**src/rtl/cd_dma_engine_if.sv**
```systemverilog
// Bus-side signals of the CD DMA engine: 68k bus arbitration (BR/BG/BGACK) plus a word-wide memory port.
// Latency: wires only, no storage.
// Backpressure: the memory stalls the engine by withholding MEM_RDY; the arbiter stalls it by withholding BUS_GNT.
//
// master : the DMA engine (drives BUS_REQ/BUS_ACK, address, write data and strobes)
// slave  : arbiter + memory (drives BUS_GNT, MEM_RDATA, MEM_RDY)
interface cd_dma_engine_if;
    logic        BUS_REQ;
    logic        BUS_GNT;
    logic        BUS_ACK;
    logic [22:0] MEM_ADDR;   // word address, byte address bits [23:1]
    logic [15:0] MEM_WDATA;
    logic [15:0] MEM_RDATA;
    logic        MEM_RD;
    logic        MEM_WR;
    logic        MEM_RDY;

    modport master (
        output BUS_REQ, BUS_ACK, MEM_ADDR, MEM_WDATA, MEM_RD, MEM_WR,
        input  BUS_GNT, MEM_RDATA, MEM_RDY
    );

    modport slave (
        input  BUS_REQ, BUS_ACK, MEM_ADDR, MEM_WDATA, MEM_RD, MEM_WR,
        output BUS_GNT, MEM_RDATA, MEM_RDY
    );
endinterface

```
**src/rtl/cd_dma_engine.sv**
```systemverilog
// CD DMA engine: word fill or word copy over the 68k bus after acquiring it through BR/BG/BGACK.
// Latency: with MEM_RDY returned immediately, 2 clocks per word for fill, 3 clocks per word for copy.
// Backpressure: strobes are held until MEM_RDY; grant is awaited in REQ; abort only acts between words.
//
// Ports: CLK_68KCLK (all state changes on its falling edge), nRESET (async, active-low),
//        DMA_START/DMA_MODE/DMA_SOURCE/DMA_DEST/DMA_VALUE/DMA_COUNT/DMA_ABORT configuration and control,
//        DMA_BUSY (combinational, state != IDLE), DMA_DONE (one-cycle pulse on return to IDLE),
//        bus : arbitration and memory port (master side).
module cd_dma_engine #(
    parameter int CNT_W = 20
) (
    input  logic             CLK_68KCLK,
    input  logic             nRESET,
    input  logic             DMA_START,
    input  logic             DMA_MODE,
    input  logic [23:0]      DMA_SOURCE,
    input  logic [23:0]      DMA_DEST,
    input  logic [15:0]      DMA_VALUE,
    input  logic [CNT_W-1:0] DMA_COUNT,
    input  logic             DMA_ABORT,
    output logic             DMA_BUSY,
    output logic             DMA_DONE,
    cd_dma_engine_if.master  bus
);

    typedef enum logic [2:0] {
        ST_IDLE,
        ST_REQ,
        ST_READ,
        ST_WRITE,
        ST_NEXT,
        ST_RELEASE
    } state_t;

    state_t           state;
    logic             mode_copy;
    logic [22:0]      src_wa;
    logic [22:0]      dst_wa;
    logic [15:0]      fill_val;
    logic [CNT_W-1:0] word_cnt;

    logic [22:0]      src_inc;
    logic [22:0]      dst_inc;
    logic [CNT_W-1:0] cnt_dec;
    logic             addr_lsb_unused;

    // Word addresses are 23 bits wide, so the increment wraps modulo 2^23 words on its own.
    assign src_inc  = src_wa + 23'd1;
    assign dst_inc  = dst_wa + 23'd1;
    assign cnt_dec  = word_cnt - CNT_W'(1);
    assign DMA_BUSY = (state != ST_IDLE);

    // Byte-address bit 0 has no meaning on a word bus.
    assign addr_lsb_unused = DMA_SOURCE[0] ^ DMA_DEST[0];

    always_ff @(negedge CLK_68KCLK or negedge nRESET) begin
        if (!nRESET) begin
            state         <= ST_IDLE;
            mode_copy     <= 1'b0;
            src_wa        <= '0;
            dst_wa        <= '0;
            fill_val      <= '0;
            word_cnt      <= '0;
            bus.BUS_REQ   <= 1'b0;
            bus.BUS_ACK   <= 1'b0;
            bus.MEM_ADDR  <= '0;
            bus.MEM_WDATA <= '0;
            bus.MEM_RD    <= 1'b0;
            bus.MEM_WR    <= 1'b0;
            DMA_DONE      <= 1'b0;
        end else begin
            DMA_DONE <= 1'b0;
            case (state)
                ST_IDLE: begin
                    // A start that coincides with abort is dropped.
                    if (DMA_START && !DMA_ABORT) begin
                        mode_copy <= DMA_MODE;
                        src_wa    <= DMA_SOURCE[23:1];
                        dst_wa    <= DMA_DEST[23:1];
                        fill_val  <= DMA_VALUE;
                        word_cnt  <= DMA_COUNT;
                        if (DMA_COUNT == '0) begin
                            state <= ST_RELEASE;
                        end else begin
                            state       <= ST_REQ;
                            bus.BUS_REQ <= 1'b1;
                        end
                    end
                end
                ST_REQ: begin
                    if (DMA_ABORT) begin
                        bus.BUS_REQ <= 1'b0;
                        state       <= ST_RELEASE;
                    end else if (bus.BUS_GNT) begin
                        bus.BUS_REQ <= 1'b0;
                        bus.BUS_ACK <= 1'b1;
                        if (mode_copy) begin
                            state        <= ST_READ;
                            bus.MEM_RD   <= 1'b1;
                            bus.MEM_ADDR <= src_wa;
                        end else begin
                            state         <= ST_WRITE;
                            bus.MEM_WR    <= 1'b1;
                            bus.MEM_ADDR  <= dst_wa;
                            bus.MEM_WDATA <= fill_val;
                        end
                    end
                end
                ST_READ: begin
                    // MEM_WDATA doubles as the data holding register between read and write.
                    if (bus.MEM_RDY) begin
                        state         <= ST_WRITE;
                        bus.MEM_RD    <= 1'b0;
                        bus.MEM_WR    <= 1'b1;
                        bus.MEM_ADDR  <= dst_wa;
                        bus.MEM_WDATA <= bus.MEM_RDATA;
                    end
                end
                ST_WRITE: begin
                    if (bus.MEM_RDY) begin
                        state      <= ST_NEXT;
                        bus.MEM_WR <= 1'b0;
                    end
                end
                ST_NEXT: begin
                    if (mode_copy) begin
                        src_wa <= src_inc;
                    end
                    dst_wa   <= dst_inc;
                    word_cnt <= cnt_dec;
                    // Abort is only honoured here, between words, so no access is ever cut short.
                    if (cnt_dec == '0 || DMA_ABORT) begin
                        state <= ST_RELEASE;
                    end else if (mode_copy) begin
                        state        <= ST_READ;
                        bus.MEM_RD   <= 1'b1;
                        bus.MEM_ADDR <= src_inc;
                    end else begin
                        state         <= ST_WRITE;
                        bus.MEM_WR    <= 1'b1;
                        bus.MEM_ADDR  <= dst_inc;
                        bus.MEM_WDATA <= fill_val;
                    end
                end
                ST_RELEASE: begin
                    bus.BUS_REQ <= 1'b0;
                    bus.BUS_ACK <= 1'b0;
                    bus.MEM_RD  <= 1'b0;
                    bus.MEM_WR  <= 1'b0;
                    DMA_DONE    <= 1'b1;
                    state       <= ST_IDLE;
                end
                default: begin
                    state <= ST_IDLE;
                end
            endcase
        end
    end

endmodule

```
**src/flat_wrapper.sv**
```systemverilog
// flat-port wrapper written by rule: the top's interface ports become plain ports
module cd_dma_engine_flat 
#(
    parameter int CNT_W = 20
)
  (CLK_68KCLK, nRESET, DMA_START, DMA_MODE, DMA_SOURCE, DMA_DEST, DMA_VALUE, DMA_COUNT, DMA_ABORT, DMA_BUSY, DMA_DONE, bus_BUS_REQ, bus_BUS_ACK, bus_MEM_ADDR, bus_MEM_WDATA, bus_MEM_RD, bus_MEM_WR, bus_BUS_GNT, bus_MEM_RDATA, bus_MEM_RDY);
  cd_dma_engine_if bus_i ();
  input  logic CLK_68KCLK;
  input  logic nRESET;
  input  logic DMA_START;
  input  logic DMA_MODE;
  input  logic [23:0] DMA_SOURCE;
  input  logic [23:0] DMA_DEST;
  input  logic [15:0] DMA_VALUE;
  input  logic [CNT_W-1:0] DMA_COUNT;
  input  logic DMA_ABORT;
  output logic DMA_BUSY;
  output logic DMA_DONE;
  output wire logic [$bits(bus_i.BUS_REQ)-1:0] bus_BUS_REQ;
  output wire logic [$bits(bus_i.BUS_ACK)-1:0] bus_BUS_ACK;
  output wire logic [$bits(bus_i.MEM_ADDR)-1:0] bus_MEM_ADDR;
  output wire logic [$bits(bus_i.MEM_WDATA)-1:0] bus_MEM_WDATA;
  output wire logic [$bits(bus_i.MEM_RD)-1:0] bus_MEM_RD;
  output wire logic [$bits(bus_i.MEM_WR)-1:0] bus_MEM_WR;
  input wire logic [$bits(bus_i.BUS_GNT)-1:0] bus_BUS_GNT;
  input wire logic [$bits(bus_i.MEM_RDATA)-1:0] bus_MEM_RDATA;
  input wire logic [$bits(bus_i.MEM_RDY)-1:0] bus_MEM_RDY;
  assign bus_BUS_REQ = bus_i.BUS_REQ;
  assign bus_BUS_ACK = bus_i.BUS_ACK;
  assign bus_MEM_ADDR = bus_i.MEM_ADDR;
  assign bus_MEM_WDATA = bus_i.MEM_WDATA;
  assign bus_MEM_RD = bus_i.MEM_RD;
  assign bus_MEM_WR = bus_i.MEM_WR;
  assign bus_i.BUS_GNT = bus_BUS_GNT;
  assign bus_i.MEM_RDATA = bus_MEM_RDATA;
  assign bus_i.MEM_RDY = bus_MEM_RDY;
  cd_dma_engine #(.CNT_W(CNT_W)) u_core (.CLK_68KCLK(CLK_68KCLK), .nRESET(nRESET), .DMA_START(DMA_START), .DMA_MODE(DMA_MODE), .DMA_SOURCE(DMA_SOURCE), .DMA_DEST(DMA_DEST), .DMA_VALUE(DMA_VALUE), .DMA_COUNT(DMA_COUNT), .DMA_ABORT(DMA_ABORT), .DMA_BUSY(DMA_BUSY), .DMA_DONE(DMA_DONE), .bus(bus_i));
endmodule
```
**config.mk**
```make
export PLATFORM = sky130hd
export DESIGN_NAME = cd_dma_engine_flat
export DESIGN_NICKNAME = d
export VERILOG_FILES = /design/src/rtl/cd_dma_engine_if.sv /design/src/rtl/cd_dma_engine.sv /design/src/flat_wrapper.sv
export SDC_FILE = /design/constraint.sdc
export NUM_CORES = 1
export LEC_CHECK = 0
export CORE_MARGIN = 1
export CORE_UTILIZATION = 42
export CTS_CLUSTER_SIZE = 12
export DETAILED_ROUTE_END_ITERATION = 7
export PLACE_DENSITY = 0.73
export SLEW_MARGIN = 40
export SYNTH_ARGS = -nofsm -noshare
export SYNTH_HDL_FRONTEND = slang
export SYNTH_SLANG_ARGS = --single-unit
```
**constraint.sdc**
```tcl
create_clock -name CLK_68KCLK -period 6.5 [get_ports CLK_68KCLK]
set_input_delay 0.65 -clock CLK_68KCLK [delete_from_list [all_inputs] [get_ports CLK_68KCLK]]
set_output_delay 0.65 -clock CLK_68KCLK [all_outputs]
set_load 0.1 [all_outputs]
```
==> summary.txt, run 1 <==
Logic synthesis
  • Avg Inst Size Synth: 8.129 µm²
  • Ys async rst share: 100.0%
  • Seq cells post-synth: 130
  • Seq/Total Area, Yosys: 37.82%
  • Synth warnings: 0
  • Distinct cells, synth: 72
  • Synth Instances: 1058
  • Post-synth EDFFs: 0
  • Syn_nets: 1169
  • Mapped Area: 8601 µm²
  • Main synth FF type: dfrtn_1

Critical path
  • CP top delay family: buffers and inverters
  • Reg2Reg Launch Point: u_core.word_cnt[0]$_DFFE_NN0P_
  • Worst Setup End Kind: register
  • Critical Path Slowest Stage Cell: clkdlybuf4s50_1
  • Worst setup path endpoint: u_core.bus.MEM_WDATA[13]$_DFFE_NN0P_
  • CP Launch Type: input pin
  • CP max stage delay: 530 ps
  • Worst Path Required: 3470 ps
  • CP Buf/Inv Count: 3
  • Critical path, cell by cell: clkdlybuf4s50_1, nor2b_1, a21oi_1, a2bb2oi_1, a31oi_4, buf_12, buf_4, a211oi_2
  • WS Path Type: in -> reg
  • Worst path depth: 8
  • Critical path fanouts, max: 17
  • RR Endpoint: u_core.bus.MEM_RD$_DFFE_NN0P_
  • CP startpoint: DMA_ABORT
  • Crit path DAT: 2790 ps
  • R2r setup slk: 2870 ps
  • Path depth of the worst reg2reg path: 8

Floorplanning
  • FP Rows: 51
  • Die H: 145.1 µm
  • Initial Utilization: 43.48%
  • CORE AREA: 19780 µm²
  • I/O pin cnt: 152
  • Die width: 145.1 µm
  • Die area: 21050 µm²

Placed design
  • PortBufs: 149
  • DP Wirelength: 18560 µm
  • Routability cong.: 0.8940

Finish
  • Commonest cells after routing, fill and taps aside: 149 x nand2_1, 130 x dfrtn_1, 112 x nor2_1, 103 x clkdlybuf4s50_1, 97 x a21oi_1
  • Final net count: 1272
  • P&R area growth vs syn: 25.59%
  • Most common cell after layout, fill and taps aside: nand2_1
  • Fraction of layout cells with a size suffix above 1: 11.77%

Route
  • Avg Vias per Cell: 6.115
  • Final WL: 27360 µm
  • Drt drc: 0
  • Detail Route Antenna Nets: 0
  • Via Count: 8794
  • Wire per inst: 19.03 µm
  • Iteration-0 DRC count of the detailed router: 965
  • Pre-antenna DRT Iters: 5

Timing
  • Max-Slew Margin vs Limit: 44.65%
  • Count of final setup violators: 0
  • Final hold violations: 0
  • Skew final: 7.609 ps
  • Fin Setup TNS: 0 ps
  • Pins Over Slew Limit: 0
  • RSZ-0062 raised after global routing: false
  • Tightest Pin Transition: 823.5 ps

GRT
  • First-pass GRT wire length: 44700 µm
  • Largest net degree at the start of global routing: 63
  • GRT Total Usage: 26.44%
  • Initial antenna violation count: 2
  • Vias in the first global route: 8368
  • Total congestion overflow: 0

Power and ir drop
  • VDD IR-drop max: 0.0003849 V
  • Leak pwr: 4.200 nW
  • Total Power: 0.005990 W
  • PwrDens: 554.6 nW/µm²

Clocking
  • Longest Clk Path Bufs: 2
  • CTS tree: built
  • Clock slew at reported path FFs: 40 ps
  • CTS Buf Count: 17
  • Clock root cell: clkbuf_16
  • Clock sinks: 130
  • Post-CTS sizing: 0
  • Worst-Skew Late Latency: 400 ps
  • Hold_buf cts: 0
  • CTS HTree Levels: 4
  • Post-CTS Setup Repair Bufs: 0

Hold path
  • Min-Delay Path Class: reg -> reg
  • Hold path cells: 2

Flow run
  • Maxcap violations: 0

Run status
  • Outcome: finished clean
## per-stage QoR
stage / cells / hold slack [ps] / setup WS, ps / util [%] / instance area [µm²]
3_3_place_gp: 1406 / 418.3 / 301.8 / 51.48 / 10180
4_1_cts: 1436 / 425.0 / 699.6 / 54.50 / 10780
5_1_grt: 1438 / 445.3 / 577.8 / 54.60 / 10800
2_1_floorplan: 1058 / 407.1 / 1152 / - / 8601
6_report: 1438 / 420.9 / 680.8 / 54.60 / 10800
3_5_place_dp: 1406 / 423.7 / 275.5 / 51.49 / 10190
## state kept, by name, summed over array words and instances, names as in the netlist
signal and flops:
u_core.DMA_DONE 1, u_core.state 3, u_core.bus.BUS_REQ 1, u_core.mode_copy 1
u_core.bus.MEM_WR 1, u_core.src_wa 23, u_core.word_cnt 20, u_core.bus.MEM_RD 1
u_core.fill_val 16, u_core.dst_wa 23, u_core.bus.MEM_WDATA 16, u_core.bus.MEM_ADDR 23
u_core.bus.BUS_ACK 1
## synth_stat cells (4+ instances only)
library cell / n / area share (%)
clkbuf_1: 71 / 3.1
mux2_1: 7 / 0.92
nor4_1: 17 / 1.2
a221oi_1: 4 / 0.41
mux2_2: 9 / 1.2
nor4b_1: 19 / 1.9
o32ai_1: 4 / 0.41
nor3b_1: 6 / 0.52
or3_1: 6 / 0.44
and3_1: 12 / 0.87
o21a_1: 4 / 0.35
a22oi_1: 6 / 0.52
mux2i_1: 18 / 2.1
nand4_1: 19 / 1.4
buf_2: 10 / 0.58
and4_1: 5 / 0.51
inv_1: 21 / 0.92
a211oi_1: 18 / 1.6
ha_1: 4 / 0.58
nand2_1: 149 / 6.5
dfrtn_1: 130 / 38
a2bb2oi_1: 5 / 0.51
buf_1: 6 / 0.26
and2_1: 9 / 0.65
a211oi_2: 10 / 1.5
nor2_1: 114 / 5.0
xnor2_1: 9 / 0.92
a211o_1: 4 / 0.41
o21ai_0: 57 / 3.3
o211ai_1: 10 / 0.87
nor3_1: 21 / 1.2
nand3_1: 33 / 1.9
nor2b_1: 6 / 0.44
a31oi_1: 13 / 0.95
o22a_1: 4 / 0.41
a311oi_1: 7 / 0.71
o311ai_0: 10 / 1.0
a21oi_1: 97 / 5.6
a221o_1: 8 / 0.93
xor2_1: 7 / 0.71
nand2b_1: 4 / 0.29
o22ai_1: 37 / 2.7
## cell type report
cell class                      count  area [µm²]
Inverter                           21       78.83
Multi-Input combinational cell    818        4951
Antenna cell                        1       2.502
Sequential cell                   130        3253
Timing Repair Buffer              173        1589
Clock inverter                      5       100.1
Tap cell                          265       331.6
Clock buffer                       25       495.5
Fill cell                        1877        8980
## layer usage
layer	vias up	share of wire [%]	global-route usage, %	wire [µm]
met5	-	0	0	0
met4	0	2.6	9.158	704
met3	47	8.5	7.327	2317
met2	396	44	39.69	12080
met1	4220	45	36.35	12260
li1	4131	-	-	-
## worst min path at each step
stage	from	to	slack [ps]
2_1_floorplan	u_core.fill_val[0]$_DFFE_NN0P_	u_core.fill_val[0]$_DFFE_NN0P_	410
3_3_place_gp	u_core.fill_val[5]$_DFFE_NN0P_	u_core.fill_val[5]$_DFFE_NN0P_	420
3_5_place_dp	u_core.fill_val[15]$_DFFE_NN0P_	u_core.fill_val[15]$_DFFE_NN0P_	420
4_1_cts	u_core.fill_val[15]$_DFFE_NN0P_	u_core.fill_val[15]$_DFFE_NN0P_	430
5_1_grt	u_core.fill_val[4]$_DFFE_NN0P_	u_core.fill_val[4]$_DFFE_NN0P_	450
6_report	u_core.fill_val[0]$_DFFE_NN0P_	u_core.fill_val[0]$_DFFE_NN0P_	420
## worst min-delay path: cells and delay by family (launching register included)
family,cells,cell delay [ps]
flip-flops,1,400
AND/OR/NAND/NOR,2,100
## report_power, final
group,switching [W],internal [W]
Combinational,0.00226,0.00101
Sequential,0.000510,0.00122
Clock,0.000347,0.000639
Total,0.00312,0.00287
## logic make-up (layout without fill, tap and decap cells)
logic type / Yosys count / in the layout / synth area share, %
AO/OA/AOI/OAI: 328 / 328 / 25.52
XOR/XNOR: 16 / 16 / 1.629
adder cells (fa/ha/maj): 4 / 4 / 0.5819
buffers and inverters: 110 / 224 / 5.121
flip-flops: 130 / 130 / 37.82
multiplexers: 34 / 34 / 4.190
other: 0 / 1 / 0
AND/OR/NAND/NOR: 436 / 436 / 25.14
No activity file was read; power rests on OpenSTA's default activity.
==> run 2, diff against run 1 <==
--- a/config.mk
+++ b/config.mk
@@ -9,6 +9,7 @@
 export CORE_UTILIZATION = 42
 export CTS_CLUSTER_SIZE = 12
 export DETAILED_ROUTE_END_ITERATION = 7
+export MAX_ROUTING_LAYER = met4
 export PLACE_DENSITY = 0.73
 export SLEW_MARGIN = 40
 export SYNTH_ARGS = -nofsm -noshare
==> run 2 against run 1 <==
Clock power about the same. Global-route usage up 0.46 points. Worst hold slack about the same. Critical path depth unchanged. Wire length down 0.20%. Critical path type unchanged. Largest cell class unchanged. Largest power group unchanged.
==> summary.txt, run 2 (same netlist as run 1, synthesis figures left out) <==
Run status
  • Outcome: finished clean

Critical path
  • CP Launch Type: input pin
  • Worst Setup End Kind: register
  • Critical path fanouts, max: 17 (unchanged)
  • CP max stage delay: 530 ps (about the same)
  • Worst path depth: 8 (unchanged)
  • CP top delay family: buffers and inverters
  • Path depth of the worst reg2reg path: 8 (unchanged)
  • Crit path DAT: 2800 ps (about the same)
  • Critical Path Slowest Stage Cell: clkdlybuf4s50_1
  • Worst Path Required: 3480 ps (about the same)
  • Critical path, cell by cell: clkdlybuf4s50_1, nor2b_1, a21oi_1, a2bb2oi_1, a31oi_4, buf_12, buf_4, a211oi_2
  • R2r setup slk: 2840 ps (-30 ps)
  • WS Path Type: in -> reg
  • Reg2Reg Launch Point: u_core.word_cnt[0]$_DFFE_NN0P_
  • CP Buf/Inv Count: 3 (unchanged)
  • CP startpoint: DMA_ABORT

Clocking
  • CTS tree: built
  • Post-CTS sizing: 0 (unchanged)
  • Hold_buf cts: 0 (unchanged)
  • Post-CTS Setup Repair Bufs: 0 (unchanged)
  • CTS Buf Count: 17 (unchanged)
  • Clock sinks: 130 (unchanged)
  • Worst-Skew Late Latency: 400 ps (about the same)
  • Clock slew at reported path FFs: 40 ps (about the same)
  • Longest Clk Path Bufs: 2 (unchanged)
  • CTS HTree Levels: 4 (unchanged)
  • Clock root cell: clkbuf_16

Floorplanning
  • Die area: 21050 µm² (unchanged)
  • Die width: 145.1 µm (unchanged)
  • I/O pin cnt: 152 (unchanged)
  • CORE AREA: 19780 µm² (unchanged)
  • Die H: 145.1 µm (unchanged)
  • Initial Utilization: 43.48% (unchanged)
  • FP Rows: 51 (unchanged)

Hold path
  • Min-Delay Path Class: reg -> reg
  • Hold path cells: 2 (unchanged)
  • Hold path startpoint: u_core.fill_val[1]$_DFFE_NN0P_

Timing
  • Skew final: 8.123 ps (+0.5138 ps)
  • Fin Setup TNS: 0 ps (unchanged)
  • Pins Over Slew Limit: 0 (unchanged)
  • RSZ-0062 raised after global routing: false
  • Tightest Pin Transition: 880.5 ps (+57.08 ps)
  • Final hold violations: 0 (unchanged)
  • Max-Slew Margin vs Limit: 40.68% (-4.0 points)
  • Count of final setup violators: 0 (unchanged)

Route
  • Wire per inst: 18.98 µm (-0.27%)
  • Pre-antenna DRT Iters: 7 (+2)
  • Avg Vias per Cell: 6.122 (+0.10%)
  • Iteration-0 DRC count of the detailed router: 807 (-16%)
  • Final WL: 27310 µm (-0.20%)
  • Via Count: 8809 (+0.17%)
  • Detail Route Antenna Nets: 0 (unchanged)
  • Drt drc: 0 (unchanged)

Power and ir drop
  • VDD IR-drop max: 0.0002988 V (-22%)
  • Leak pwr: 4.188 nW (-0.29%)
  • PwrDens: 555.5 nW/µm² (+0.16%)

GRT
  • Largest net degree at the start of global routing: 69 (+9.5%)
  • GRT Total Usage: 26.91% (+0.46 points)
  • Total congestion overflow: 0 (unchanged)
  • Initial antenna violation count: 0 (-2)
  • First-pass GRT wire length: 44010 µm (-1.5%)
  • Vias in the first global route: 8230 (-1.6%)

Finish
  • Commonest cells after routing, fill and taps aside: 148 x nand2_1, 130 x dfrtn_1, 113 x nor2_1, 103 x clkdlybuf4s50_1, 97 x a21oi_1
  • Final net count: 1272 (unchanged)
  • Final core occ: 54.62% (about the same)
  • Post-route cell area: 10810 µm² (about the same)
  • Regs by FF count: u_core.bus.MEM_ADDR: 23 flops, u_core.dst_wa: 23 flops, u_core.src_wa: 23 flops
  • Most common cell after layout, fill and taps aside: nand2_1
  • Fraction of layout cells with a size suffix above 1: 12.18% (+0.41 points)
  • P&R area growth vs syn: 25.63% (about the same)
  • Number of diodes: 0 (-1)

Placed design
  • DP Wirelength: 18740 µm (+0.98%)
  • Routability cong.: 0.9045 (+1.2%)
  • PortBufs: 149 (unchanged)
  • Placed cell area: 10190 µm² (about the same)

Flow run
  • Maxcap violations: 0 (unchanged)
-- run 2: power by group --
group	leakage (nW)	switching (W)	internal, W
Clock	0.283	0.000388	0.000622
Sequential	1.49	0.000503	0.00122
Combinational	2.41	0.00226	0.00101
-- run 2: worst reg2reg max path, stage by stage (launching register included) --
cell	delay [ps]
dfrtn_1	440
inv_1	100
ha_1	420
nor4b_4	430
nand4_1	230
a221oi_1	510
nand4_4	350
nor4_2	800
o21ai_0	190
-- run 2: layout make-up --
type	instances	area, µm²
fillers	1847	8976
multi-input cells	818	4945
flip-flops and latches	130	3253
repair buffers	173	1585
clock buffers	19	452.9
well taps	265	331.6
clock inverters	13	158.9
inverters	21	78.83
-- run 2: path summary, 6_finish.rpt --
path                                                        end
setup / recovery           u_core.bus.MEM_WDATA[13]$_DFFE_NN0P_
hold / removal                   u_core.fill_val[1]$_DFFE_NN0P_
setup reg to reg                  u_core.bus.MEM_RD$_DFFE_NN0P_
hold reg to reg                  u_core.fill_val[1]$_DFFE_NN0P_
max in group asynchronous          u_core.src_wa[2]$_DFFE_NN0P_
min in group asynchronous        u_core.bus.BUS_ACK$_DFFE_NN0P_
-- run 2: metrics by stage --
| stage | cells | power, W | hold slack (ps) | setup WS [ps] |
|---|---|---|---|---|
| after global placement | 1407 | 0.004889 | 418.7 | 332.1 |
| after global routing | 1439 | 0.006346 | 438.4 | 559.4 |
| after detailed placement | 1407 | 0.004955 | 423.6 | 293.5 |
| after floorplan | 1058 | 0.004090 | 407.1 | 1152 |
| final | 1439 | 0.006002 | 420.5 | 677.6 |
| after CTS | 1439 | 0.005978 | 425.0 | 706.7 |
-- run 2: per-layer routing --
| metal | wire length, µm | GRT usage, % | vias to the layer above |
|---|---|---|---|
| li1 | - | - | 4141 |
| met1 | 12080 | 36.00 | 4205 |
| met2 | 12130 | 39.62 | 421 |
| met3 | 2400 | 6.447 | 42 |
| met4 | 699 | 9.421 | 0 |
| met5 | 0 | - | - |
==> run 3, diff against run 2 <==
--- a/config.mk
+++ b/config.mk
@@ -5,7 +5,7 @@
 export SDC_FILE = /design/constraint.sdc
 export NUM_CORES = 1
 export LEC_CHECK = 0
-export CORE_MARGIN = 1
+export CORE_MARGIN = 3
 export CORE_UTILIZATION = 42
 export CTS_CLUSTER_SIZE = 12
 export DETAILED_ROUTE_END_ITERATION = 7
==> run 3 against run 2 <==
Design area shrank 0.81%. Wire length shrank 0.42%. Flip-flop and latch count is the same. Worst hold slack gained 1.7 ps. Critical path depth shrank 1. Clock-buffer cell count grew 8. Utilization shrank 0.44 points. Combinational power is essentially flat. Largest power group unchanged.
==> summary.txt, run 3 (same netlist as run 1, synthesis figures left out) <==
Run status
  • Outcome: finished clean

Power and ir drop
  • Comb pwr share: 55.1% (+0.6 points)
  • PwrDens: 547.8 nW/µm² (-1.4%)
  • Sequential power share: 29.3% (+0.6 points)
  • Clock power share: 15.6% (-1.2 points)
  • Switching power: 0.003089 W (-2.1%)
  • Sw frac: 52.61% (+0.065 points)
  • Leak pwr: 4.168 nW (-0.47%)
  • Pint: 0.002782 W (-2.3%)
  • VDD IR-drop max: 0.0003383 V (+13%)

Clocking
  • Clock root cell: clkbuf_16
  • Clock slew at reported path FFs: 40 ps (about the same)
  • CTS HTree Levels: 4 (unchanged)
  • CTS Buf Count: 17 (unchanged)
  • Longest Clk Path Bufs: 2 (unchanged)
  • Post-CTS Setup Repair Bufs: 0 (unchanged)
  • Hold_buf cts: 0 (unchanged)
  • CTS tree: built
  • Clock sinks: 130 (unchanged)
  • Worst-Skew Late Latency: 400 ps (about the same)
  • Post-CTS sizing: 0 (unchanged)

Finish
  • Final net count: 1267 (-0.39%)
  • Post-route cell area: 10720 µm² (-0.81%)
  • Fraction of layout cells with a size suffix above 1: 11.29% (-0.89 points)
  • Number of diodes: 0 (unchanged)
  • Most common cell after layout, fill and taps aside: nand2_1
  • Commonest cells after routing, fill and taps aside: 149 x nand2_1, 130 x dfrtn_1, 112 x nor2_1, 103 x clkdlybuf4s50_1, 97 x a21oi_1
  • Multi-input gate area: 4954 µm² (+0.18%)
  • P&R area growth vs syn: 24.61%
  • Fill cells: 1871 (+1.3%)
  • Storage cell area: 3253 µm² (unchanged)
  • Regs by FF count: u_core.bus.MEM_ADDR: 23 flops, u_core.dst_wa: 23 flops, u_core.src_wa: 23 flops

Route
  • Avg Vias per Cell: 6.091 (-0.49%)
  • Via Count: 8735 (-0.84%)
  • Wire per inst: 18.96 µm (about the same)
  • Iteration-0 DRC count of the detailed router: 858 (+6.3%)
  • Pre-antenna DRT Iters: 5 (-2)
  • Final WL: 27200 µm (-0.42%)
  • Drt drc: 0 (unchanged)
  • Detail Route Antenna Nets: 0 (unchanged)

Floorplanning
  • Initial Utilization: 43.48% (unchanged)
  • Die H: 149.1 µm (+2.8%)
  • I/O pin cnt: 152 (unchanged)
  • Die width: 149.1 µm (+2.8%)
  • Die area: 22230 µm² (+5.6%)
  • FP Rows: 51 (unchanged)
  • CORE AREA: 19780 µm² (unchanged)

Critical path
  • RR Endpoint: u_core.bus.MEM_RD$_DFFE_NN0P_
  • R2r setup slk: 3080 ps (+240 ps)
  • Critical path, cell by cell: clkdlybuf4s50_1, nor2b_1, a21oi_1, a2bb2oi_1, a31oi_4, buf_12, mux2_1
  • Path depth of the worst reg2reg path: 8 (unchanged)
  • CP top delay family: buffers and inverters
  • CP Buf/Inv Count: 2 (-1)
  • WS Path Type: in -> reg
  • CP startpoint: DMA_ABORT
  • Worst path depth: 7 (-1)
  • Worst setup path endpoint: u_core.bus.MEM_ADDR[9]$_DFFE_NN0P_
  • CP Launch Type: input pin
  • Critical Path Slowest Stage Cell: clkdlybuf4s50_1
  • Reg2Reg Launch Point: u_core.word_cnt[1]$_DFFE_NN0P_
  • Worst Setup End Kind: register
  • Worst Path Required: 3480 ps (about the same)
  • CP max stage delay: 600 ps (+70 ps)
  • Critical path fanouts, max: 40 (+23)
  • Crit path DAT: 2720 ps (-80 ps)

Timing
  • RSZ-0062 raised after global routing: false
  • Final worst slack: 765.8 ps (+88.17 ps)
  • Fin Setup TNS: 0 ps (unchanged)
  • Max-Slew Margin vs Limit: 43.11% (+2.4 points)
  • Tightest Pin Transition: 845.5 ps (-35.04 ps)
  • Pins Over Slew Limit: 0 (unchanged)
  • Final hold violations: 0 (unchanged)
  • Count of final setup violators: 0 (unchanged)
  • Skew final: 8.927 ps (+0.8038 ps)
  • Final Hold Slack: 422.2 ps (+1.743 ps)

GRT
  • Vias in the first global route: 8239 (+0.11%)
  • Largest net degree at the start of global routing: 98 (+42%)
  • Total congestion overflow: 0 (unchanged)
  • First-pass GRT wire length: 43840 µm (-0.39%)
  • GRT Total Usage: 25.19% (-1.7 points)
  • Initial antenna violation count: 0 (unchanged)

Placed design
  • Routability cong.: 0.9340 (+3.3%)
  • Placed cell area: 10160 µm² (-0.26%)
  • PortBufs: 149 (unchanged)
  • DP Wirelength: 18620 µm (-0.65%)
  • Setup WS pre-CTS: 420.8 ps (+127.3 ps)

Flow run
  • Maxcap violations: 0 (unchanged)

Hold path
  • Min-Delay Path Class: reg -> reg
-- run 3: changes by cell type in the layout (fill, tap and decap cells not counted), sizes merged --
cell and change:
clkinvlp -6, clkbuf +8, buf -5, clkinv +1
inv -1, bufinv -2
-- run 3: layer usage --
metal | GRT usage (%) | vias to the layer above | part of all wire, %
li1 | - | 4127 | -
met1 | 34.81 | 4177 | 45
met2 | 36.61 | 379 | 44
met3 | 6.320 | 52 | 8.9
met4 | 7.780 | 0 | 2.5
met5 | - | - | 0
-- run 3: worst register-to-register path, stage by stage (launching register included) --
cell,delay [ps]
dfrtn_1,410
inv_1,120
ha_1,420
nor4b_4,400
nand4_1,210
a221oi_1,490
nand4_4,350
nor4_4,650
o21ai_0,180
-- run 3: how the worst min path moves through the flow --
stage                                     from                         endpoint  slack (ps)  depth (start not counted)
2_1_floorplan   u_core.fill_val[0]$_DFFE_NN0P_   u_core.fill_val[0]$_DFFE_NN0P_         410                          2
3_3_place_gp    u_core.fill_val[5]$_DFFE_NN0P_   u_core.fill_val[5]$_DFFE_NN0P_         420                          2
3_5_place_dp   u_core.fill_val[15]$_DFFE_NN0P_  u_core.fill_val[15]$_DFFE_NN0P_         420                          2
4_1_cts        u_core.fill_val[15]$_DFFE_NN0P_  u_core.fill_val[15]$_DFFE_NN0P_         430                          2
5_1_grt         u_core.fill_val[9]$_DFFE_NN0P_   u_core.fill_val[9]$_DFFE_NN0P_         430                          2
6_report        u_core.fill_val[1]$_DFFE_NN0P_   u_core.fill_val[1]$_DFFE_NN0P_         420                          2
-- run 3: power groups by stage --
stage	Sequential (W)	Combinational, W	Clock, W
after floorplan	0.00245	0.00164	0
after global placement	0.00169	0.00318	0
after detailed placement	0.00171	0.00322	0
after CTS	0.00170	0.00323	0.000929
after global routing	0.00178	0.00348	0.000964
final	0.00172	0.00324	0.000917
-- run 3: area by class of cell --
cell class / count / area share [%]
multi-input cells: 818 / 46.22
flip-flops and latches: 130 / 30.35
repair buffers: 168 / 14.44
clock buffers: 27 / 4.693
well taps: 265 / 3.094
inverters: 21 / 0.7355
clock inverters: 5 / 0.4670
-- run 3: per-stage QoR --
stage	instances	total power, W	util (%)
after global placement	1402	0.004871	51.33
after CTS	1434	0.005865	54.18
final	1434	0.005872	54.18
after detailed placement	1402	0.004931	51.39
after floorplan	1058	0.004090	-
after global routing	1434	0.006230	54.18
